File: src/rtl/serial_twos_comp_n_pkg.sv
// Shared types and the per-bit transform for the bit-serial complementer.
package stc_pkg;

  typedef enum logic [1:0] {
    STC_PASS = 2'b00,
    STC_ONES = 2'b01,
    STC_TWOS = 2'b10
  } stc_mode_t;

  // Both 2'b10 and 2'b11 select two's complement.
  function automatic logic stc_is_twos(input logic [1:0] mode);
    return mode[1];
  endfunction

  // Two's complement LSB-first: copy bits up to and including the first 1, invert the rest.
  function automatic logic stc_bit(input logic [1:0] mode, input logic seen, input logic i);
    if (mode == STC_PASS) begin
      return i;
    end else if (mode == STC_ONES) begin
      return ~i;
    end else begin
      return seen ? ~i : i;
    end
  endfunction

endpackage

File: src/rtl/serial_twos_comp_n_lane.sv
// One serial lane: transform bit, seen-one tracking, output/ovf registers.
// Optional deserialiser slice under STC_PAR_OUT_EN.
module stc_lane
  import stc_pkg::*;
#(
  parameter int WIDTH = 8
) (
  input  logic             clk,
  input  logic             rst_n,
  input  logic             clr,
  input  logic             in_valid,
  input  logic             first,
  input  logic             last,
  input  logic [1:0]       mode_eff,
  input  logic             i,
  output logic             y,
  output logic             ovf
`ifdef STC_PAR_OUT_EN
  ,
  output logic [WIDTH-1:0] word_out
`endif
);

  logic seen_one_reg;
  logic y_reg;
  logic ovf_reg;
  logic s;
  logic f;

  assign s = first ? 1'b0 : seen_one_reg;
  assign f = stc_bit(mode_eff, s, i);

  always_ff @(posedge clk or negedge rst_n) begin
    if (!rst_n) begin
      seen_one_reg <= 1'b0;
      y_reg        <= 1'b0;
      ovf_reg      <= 1'b0;
    end else if (clr) begin
      seen_one_reg <= 1'b0;
      ovf_reg      <= 1'b0;
    end else if (in_valid) begin
      y_reg        <= f;
      // Only the most-negative word reaches its sign bit without a prior 1.
      ovf_reg      <= stc_is_twos(mode_eff) && last && i && !s;
      seen_one_reg <= s | i;
    end
  end

  assign y   = y_reg;
  assign ovf = ovf_reg;

`ifdef STC_PAR_OUT_EN
  logic [WIDTH-1:0] shift_reg;
  logic [WIDTH-1:0] word_reg;

  always_ff @(posedge clk or negedge rst_n) begin
    if (!rst_n) begin
      shift_reg <= '0;
      word_reg  <= '0;
    end else if (clr) begin
      shift_reg <= '0;
      word_reg  <= '0;
    end else if (in_valid) begin
      shift_reg <= {f, shift_reg[WIDTH-1:1]};
      if (last) begin
        word_reg <= {f, shift_reg[WIDTH-1:1]};
      end
    end
  end

  assign word_out = word_reg;
`endif

endmodule

File: src/rtl/serial_twos_comp_n.sv
// Multi-lane bit-serial pass / one's / two's complementer with shared word framing.
// Define STC_PAR_OUT_EN to add the parallel word_out/word_valid outputs.
module serial_twos_comp_n
  import stc_pkg::*;
#(
  parameter int WIDTH    = 8,
  parameter int CHANNELS = 1
) (
  input  logic                      t_clk,
  input  logic                      r_n,
  input  logic                      clr,
  input  logic                      in_valid,
  input  logic [CHANNELS-1:0]       i,
  input  logic [1:0]                mode,
  output logic [CHANNELS-1:0]       y,
  output logic                      y_valid,
  output logic                      y_first,
  output logic                      y_last,
  output logic [CHANNELS-1:0]       ovf
`ifdef STC_PAR_OUT_EN
  ,
  output logic [CHANNELS*WIDTH-1:0] word_out,
  output logic                      word_valid
`endif
);

  localparam int CNT_W = $clog2(WIDTH);

  logic [CNT_W-1:0] bit_cnt_reg;
  stc_mode_t        mode_q_reg;
  logic             y_valid_reg;
  logic             y_first_reg;
  logic             y_last_reg;
  logic             first;
  logic             last;
  logic [1:0]       mode_eff;

  assign first    = (bit_cnt_reg == '0);
  assign last     = (bit_cnt_reg == CNT_W'(WIDTH - 1));
  assign mode_eff = first ? mode : mode_q_reg;

  always_ff @(posedge t_clk or negedge r_n) begin
    if (!r_n) begin
      bit_cnt_reg <= '0;
      mode_q_reg  <= STC_PASS;
      y_valid_reg <= 1'b0;
      y_first_reg <= 1'b0;
      y_last_reg  <= 1'b0;
    end else if (clr) begin
      bit_cnt_reg <= '0;
      y_valid_reg <= 1'b0;
    end else if (in_valid) begin
      bit_cnt_reg <= last ? '0 : bit_cnt_reg + CNT_W'(1);
      if (first) begin
        mode_q_reg <= stc_mode_t'(mode);
      end
      y_valid_reg <= 1'b1;
      y_first_reg <= first;
      y_last_reg  <= last;
    end else begin
      y_valid_reg <= 1'b0;
    end
  end

  assign y_valid = y_valid_reg;
  assign y_first = y_first_reg;
  assign y_last  = y_last_reg;

`ifdef STC_PAR_OUT_EN
  logic word_valid_reg;

  always_ff @(posedge t_clk or negedge r_n) begin
    if (!r_n) begin
      word_valid_reg <= 1'b0;
    end else if (clr) begin
      word_valid_reg <= 1'b0;
    end else begin
      word_valid_reg <= in_valid && last;
    end
  end

  assign word_valid = word_valid_reg;
`endif

  for (genvar gi = 0; gi < CHANNELS; gi++) begin : g_lane
    stc_lane #(
      .WIDTH(WIDTH)
    ) u_lane (
      .clk      (t_clk),
      .rst_n    (r_n),
      .clr      (clr),
      .in_valid (in_valid),
      .first    (first),
      .last     (last),
      .mode_eff (mode_eff),
      .i        (i[gi]),
      .y        (y[gi]),
      .ovf      (ovf[gi])
`ifdef STC_PAR_OUT_EN
      ,
      .word_out (word_out[gi*WIDTH +: WIDTH])
`endif
    );
  end

endmodule

File: config.mk
export PLATFORM = sky130hd
export DESIGN_NAME = serial_twos_comp_n
export DESIGN_NICKNAME = d
export VERILOG_FILES = /design/src/rtl/serial_twos_comp_n_pkg.sv /design/src/rtl/serial_twos_comp_n_lane.sv /design/src/rtl/serial_twos_comp_n.sv
export SDC_FILE = /design/constraint.sdc
export NUM_CORES = 1
export LEC_CHECK = 0
export BUFFER_PORTS_ARGS = -buffer_cell sky130_fd_sc_hd__buf_2
export CORE_MARGIN = 2
export CORE_UTILIZATION = 30
export DETAILED_ROUTE_END_ITERATION = 16
export PLACE_DENSITY_LB_ADDON = 0.25
export SYNTH_ARGS = -nofsm -noshare
export SYNTH_HDL_FRONTEND = slang
export SYNTH_HIERARCHICAL = 1
export SYNTH_SLANG_ARGS = --single-unit
File: constraint.sdc
create_clock -name t_clk -period 2.5 [get_ports t_clk]
set_input_delay 0.125 -clock t_clk [delete_from_list [all_inputs] [get_ports t_clk]]
set_output_delay 0.125 -clock t_clk [all_outputs]
set_load 0.05 [all_outputs]
# Yosys cells after proc, flatten, opt, wreduce, memory -nomap -nowiden
# Cells that the tools add are included.
# W data, S select, Z words.
[totals]
regBits = 11
output_inout_bits = 5
inputBits = 7
[op_classes]
n_addsub = 1
n_bitwise = 3
n_reduce_logical = 8
n_mux = 14
n_eq_ne = 2
[op_table]
columns = ["operator", "n"]
rows = [
  ["$mux W1", 10],
  ["$mux W3", 3],
  ["$add A3 B1 Y3 const B", 1],
  ["$eq A3 B3 Y1 const B", 1],
  ["$logic_and A1 B1 Y1", 3],
  ["$logic_not A3 Y1", 1],
  ["$eq A2 B1 Y1 const B", 1],
  ["$logic_not A2 Y1", 1],
  ["$mux W2", 1],
  ["$not A1 Y1", 2],
  ["$reduce_and A2 Y1", 1],
  ["$reduce_bool A2 Y1", 1],
  ["$logic_not A1 Y1", 1],
  ["$or A1 B1 Y1", 1],
]

# Longest topological paths before layout
[logic_depth]
ltp_word = 7
mapped_depth = 8

# Hierarchy
# Netlist, hierarchy kept.
[modules_own_cells]
columns = ["module", "instances", "area_per_inst_um2", "cells_per_inst"]
rows = [
  ["serial_twos_comp_n", 1, 385.4, 30],
  ["stc_lane", 1, 171.4, 16],
]

# Worst setup path before layout
# OpenSTA, ideal clock, no wires.
[synth_timing]
path_kind = "register to register"
start = "reg bit_cnt_reg[0]"
end = "reg g_lane[0].u_lane.y_reg"
setup_slack_ns = 0.822
path_stages_with_launch = 8
setup_time_ns = 0.125
synth_period_minus_slack_ns = 1.678
t_arrival_ns = 1.553
n_path_buf = 0
path_cell_list = "dfrtp_1 -> inv_1 -> ha_1 -> nor2b_1 -> mux2_2 -> xnor2_1 -> o21ai_1 -> mux2_4"
[synth_via]
elab_chain_cells = 5
elab_cells_between_ends = 8
[synth_lines]
columns = ["element", "line_no", "rtl"]
rows = [
  ["from (decl)", "serial_twos_comp_n.sv:29", "logic [CNT_W-1:0] bit_cnt_reg;"],
  ["from (signal assigned)", "serial_twos_comp_n.sv:53", "bit_cnt_reg <= last ? '0 : bit_cnt_reg + CNT_W'(1);"],
  ["$logic_not A3 Y1 *", "serial_twos_comp_n.sv:38", "assign first = (bit_cnt_reg == '0);"],
  ["named net first", "serial_twos_comp_n.sv:34", "logic first;"],
  ["$mux W2 *", "n/a", ""],
  ["named net mode_eff[0]", "serial_twos_comp_n.sv:36", "logic [1:0] mode_eff;"],
  ["$eq A2 B1 Y1", "serial_twos_comp_n_pkg.sv:19", "end else if (mode == STC_ONES) begin"],
  ["$mux W1", "serial_twos_comp_n_pkg.sv:19", ""],
  ["$mux W1 *", "serial_twos_comp_n_pkg.sv:17", "if (mode == STC_PASS) begin"],
  ["to (signal assigned)", "serial_twos_comp_n_lane.sv:36", "y_reg <= 1'b0;"],
  ["to (signal assigned)", "serial_twos_comp_n_lane.sv:42", "y_reg <= f;"],
  ["to (decl)", "serial_twos_comp_n_lane.sv:25", "logic y_reg;"],
]
# Mark *: on every way through the listed nets, which the timed path passes. The rest lies on a longest branch.
# A chain may end at the register's enable or synchronous reset.

# Worst setup path in the final report
# Same ends and word-level chain as after synthesis.

==> flow_metrics.py <==
metrics = {
    "clocking": {
        "cts.root.buffer_cell": "sky130_fd_sc_hd__clkbuf_4",
        "ctsLongestPathBuffers": 2,
        "clkSinkCount": 11,
        "tritoncts.num_buffers": 3,
        "tritoncts": "built",
        "cts-resized-gates": 0,
        "clock_insertion_delay_at_the_later_pin_of_the_skew_report_ns": 0.26,
        "cts_htree_levels": 1,
        "path_clk_slew_ns": 0.07,
    },
    "global_routing": {
        "remaining_overflow_grt": 0,
        "grt_start_max_net_pins": 12,
        "grt_pass1_vias": 361,
        "globalRouteTotalUtil_pct": 10.81,
        "grt_pass1_wl_mm": 1.531,
        "antenna_found_initial": 0,
    },
    "drt": {
        "drt_pass1_iterations": 2,
        "vias": 360,
        "avgViaCountPerCell": 4.138,
        "post-route-drc-count": 0,
        "initialDrtViolationCount": 3,
        "route.antenna.remaining_nets": 0,
        "wire_per_inst_um": 10.15,
        "postRouteWirelength_um": 883,
    },
    "synthesis": {
        "synth_seq_area_share_pct": 49.44,
        "netlist.area_leader.share_pct": 49.44,
        "yosys_register_bits": 11,
        "synthesis.area_per_instance_um2": 12.10,
        "number_of_nets_in_the_synthesized_netlist": 57,
        "yosysUniqueCellTypes": 20,
        "synthCells": 46,
        "post-synth-top-area-cell": "sky130_fd_sc_hd__dfrtp_1",
        "top_area_cells_in_the_synthesized_netlist": "sky130_fd_sc_hd__dfrtp_1 (49%), sky130_fd_sc_hd__mux2_2 (10%), sky130_fd_sc_hd__ha_1 (9.0%)",
        "yosysWarnings": 6,
        "synth_area_um2": 556.8,
    },
    "job": {
        "drv.max_cap_violation_count": 0,
    },
    "timing": {
        "min_period_ns": 1.777,
        "timing_worst_slew_pin_value_ns": 0.2547,
        "achievable-frequency_mhz": 562.9,
        "setup_repair_after_global_routing_missed_its_margin": "false",
        "final.setup.tns_ns": 0,
        "timing.max_slew.rel_slack_pct": 83.02,
        "post-route-period-util_pct": 71.07,
        "finClkSkew_ns": 0.001433,
        "finalMaxSlewViolations": 0,
        "finalHoldViolCount": 0,
        "report.final.setup_viol": 0,
        "final_critical_path_setup_slack_ns": 0.7234,
    },
    "die": {
        "ios": 12,
        "die_h_um": 47.08,
        "fp.dieW_um": 47.08,
        "core_rows": 15,
        "die_area_mm2": 0.002217,
        "initial_utilization_pct": 31.90,
        "core_area_mm2": 0.001745,
    },
    "power_and_ir_drop": {
        "worst_ir_drop_vdd_mv": 0.2717,
        "leakagePower_nw": 0.3521,
        "powerDensity_mw_per_mm2": 636.6,
    },
    "setup_path": {
        "worst_ep_arrival_time_ns": 1.93,
        "criticalPathCategory": "register to register",
        "critPathRequiredTime_ns": 2.65,
        "crit_path_max_fanout": 4,
        "critPathCaptureType": "register",
        "critical_path.startpoint_type": "register",
    },
    "min_path": {
        "tightest_hold_check_type": "input pin to register",
    },
    "placed_design": {
        "finalWeightedCongestion": 0.7225,
        "place_hpwl_um": 685,
        "port_buffers": 11,
        "pre_cts_ws_ns": 0.7110,
    },
    "layout": {
        "layout-area-overhead-vs-synth_pct": 22.02,
        "fill_cell_instance_count_of_the_final_layout": 180,
        "layout-drive-gt1-share_pct": 35.48,
        "nNetsFinal": 74,
        "antenna_cells_inserted": 0,
        "largest_register_ff_count": 3,
    },
    "outcome": {
        "outcome": "finished clean",
    },
}
-- synthesized netlist by cell type (all sizes together) --
library cell and count:
dfrtp 11, mux2 6, ha 4, inv 4, nor2 4, nand2b 3
mux2i 2, nor2b 2, a211oi 1, a21o 1, a21oi 1, a32o 1
and3 1, and4bb 1, nand2 1, o21ai 1, or3b 1, xnor2 1
-- cells by family after synthesis --
kind of cell               Yosys count  synth area share [%]
DFF                                 11                 49.44
adders and majority gates            4                 8.989
AOI/OAI and AO/OA                    5                 6.291
xor gates and xnor gates             1                 1.573
buffers and inverters                4                 2.696
and+or+nand+nor                     13                 14.61
muxes                                8                 16.40
-- worst max-delay path: stages (launching register included) --
cell and delay [ns]:
sky130_fd_sc_hd__dfrtp_1 0.40, sky130_fd_sc_hd__inv_1 0.06, sky130_fd_sc_hd__ha_1 0.14, sky130_fd_sc_hd__nor2b_1 0.22, sky130_fd_sc_hd__mux2_2 0.37, sky130_fd_sc_hd__xnor2_1 0.13
sky130_fd_sc_hd__o21ai_1 0.08, sky130_fd_sc_hd__mux2_4 0.25
-- timing repair --
action / CTS / global route
setup buffers: 0 / 0
endpoints found under the hold margin: 11 / 0
hold buffers: 1 / 0
-- metal layers --
metal | GRT usage (%) | part of all wire, % | routed length [um]
met5 | 0 | 0 | 0
met4 | 5.000 | 1.4 | 12
met3 | 7.308 | 3.6 | 32
met2 | 14.25 | 43 | 378
met1 | 13.51 | 52 | 459
-- area by class of cell --
class                   count  area, um^2  share of cell area, %
clock buffers               4       26.28                  3.867
inverters                   4       15.01                  2.210
multi-input cells          31       266.5                  39.23
flip-flops and latches     11       275.3                  40.52
well taps                  25       31.28                  4.604
repair buffers             12       65.06                  9.576
-- final timing paths --
path | start | end | slack (ns) | cells past startpoint
max | bit_cnt_reg[0] | g_lane[0].u_lane/y | 0.72 | 7
min | mode[0] | mode_q_reg[0] | 0.11 | 2
max reg2reg | bit_cnt_reg[0] | g_lane[0].u_lane/y | 0.72 | 7
min reg2reg | y_first | y_first | 0.48 | 1
max in group asynchronous | r_n | y_last | 2.04 | 2
min in group asynchronous | r_n | mode_q_reg[0] | 0.26 | 2
-- cells in the final DEF (no fill, tap or decap) --
cell type                       count
sky130_fd_sc_hd__or3b_1             1
sky130_fd_sc_hd__mux2_4             1
sky130_fd_sc_hd__and3_2             1
sky130_fd_sc_hd__and4bb_1           1
sky130_fd_sc_hd__nor2b_2            1
sky130_fd_sc_hd__nor2b_1            1
sky130_fd_sc_hd__inv_1              4
sky130_fd_sc_hd__clkbuf_4           3
sky130_fd_sc_hd__xnor2_1            1
sky130_fd_sc_hd__mux2i_1            2
sky130_fd_sc_hd__nand2b_1           3
sky130_fd_sc_hd__ha_1               4
sky130_fd_sc_hd__nor2_1             4
sky130_fd_sc_hd__nand2_1            1
sky130_fd_sc_hd__a32o_1             1
sky130_fd_sc_hd__mux2_2             5
sky130_fd_sc_hd__buf_2             11
sky130_fd_sc_hd__a21oi_1            1
sky130_fd_sc_hd__a211oi_1           1
sky130_fd_sc_hd__dfrtp_1           11
sky130_fd_sc_hd__clkbuf_1           1
sky130_fd_sc_hd__o21ai_1            1
sky130_fd_sc_hd__dlygate4sd3_1      1
sky130_fd_sc_hd__a21o_1             1
-- stage by stage --
step	instance area [um^2]	std cells	power, mW	hold WS, ns	utilization, %
after detailed placement	643.1	82	0.3189	0.01035	36.85
after global routing	679.4	87	0.4602	0.1113	38.92
final	679.4	87	0.4325	0.1095	38.92
after CTS	679.4	87	0.4424	0.1009	38.92
after floorplan	556.8	46	0.2895	-0.1706	-
after global placement	643.1	82	0.3184	0.01006	36.85
-- report_power, final --
group          switching [mW]  total (mW)  internal, mW  leakage, nW
logic                  0.0632       0.108        0.0445        0.195
clock network          0.0556       0.117        0.0617       0.0150
registers             0.00978       0.207         0.198        0.142
Note: power is estimated with default switching activity, not from simulation.
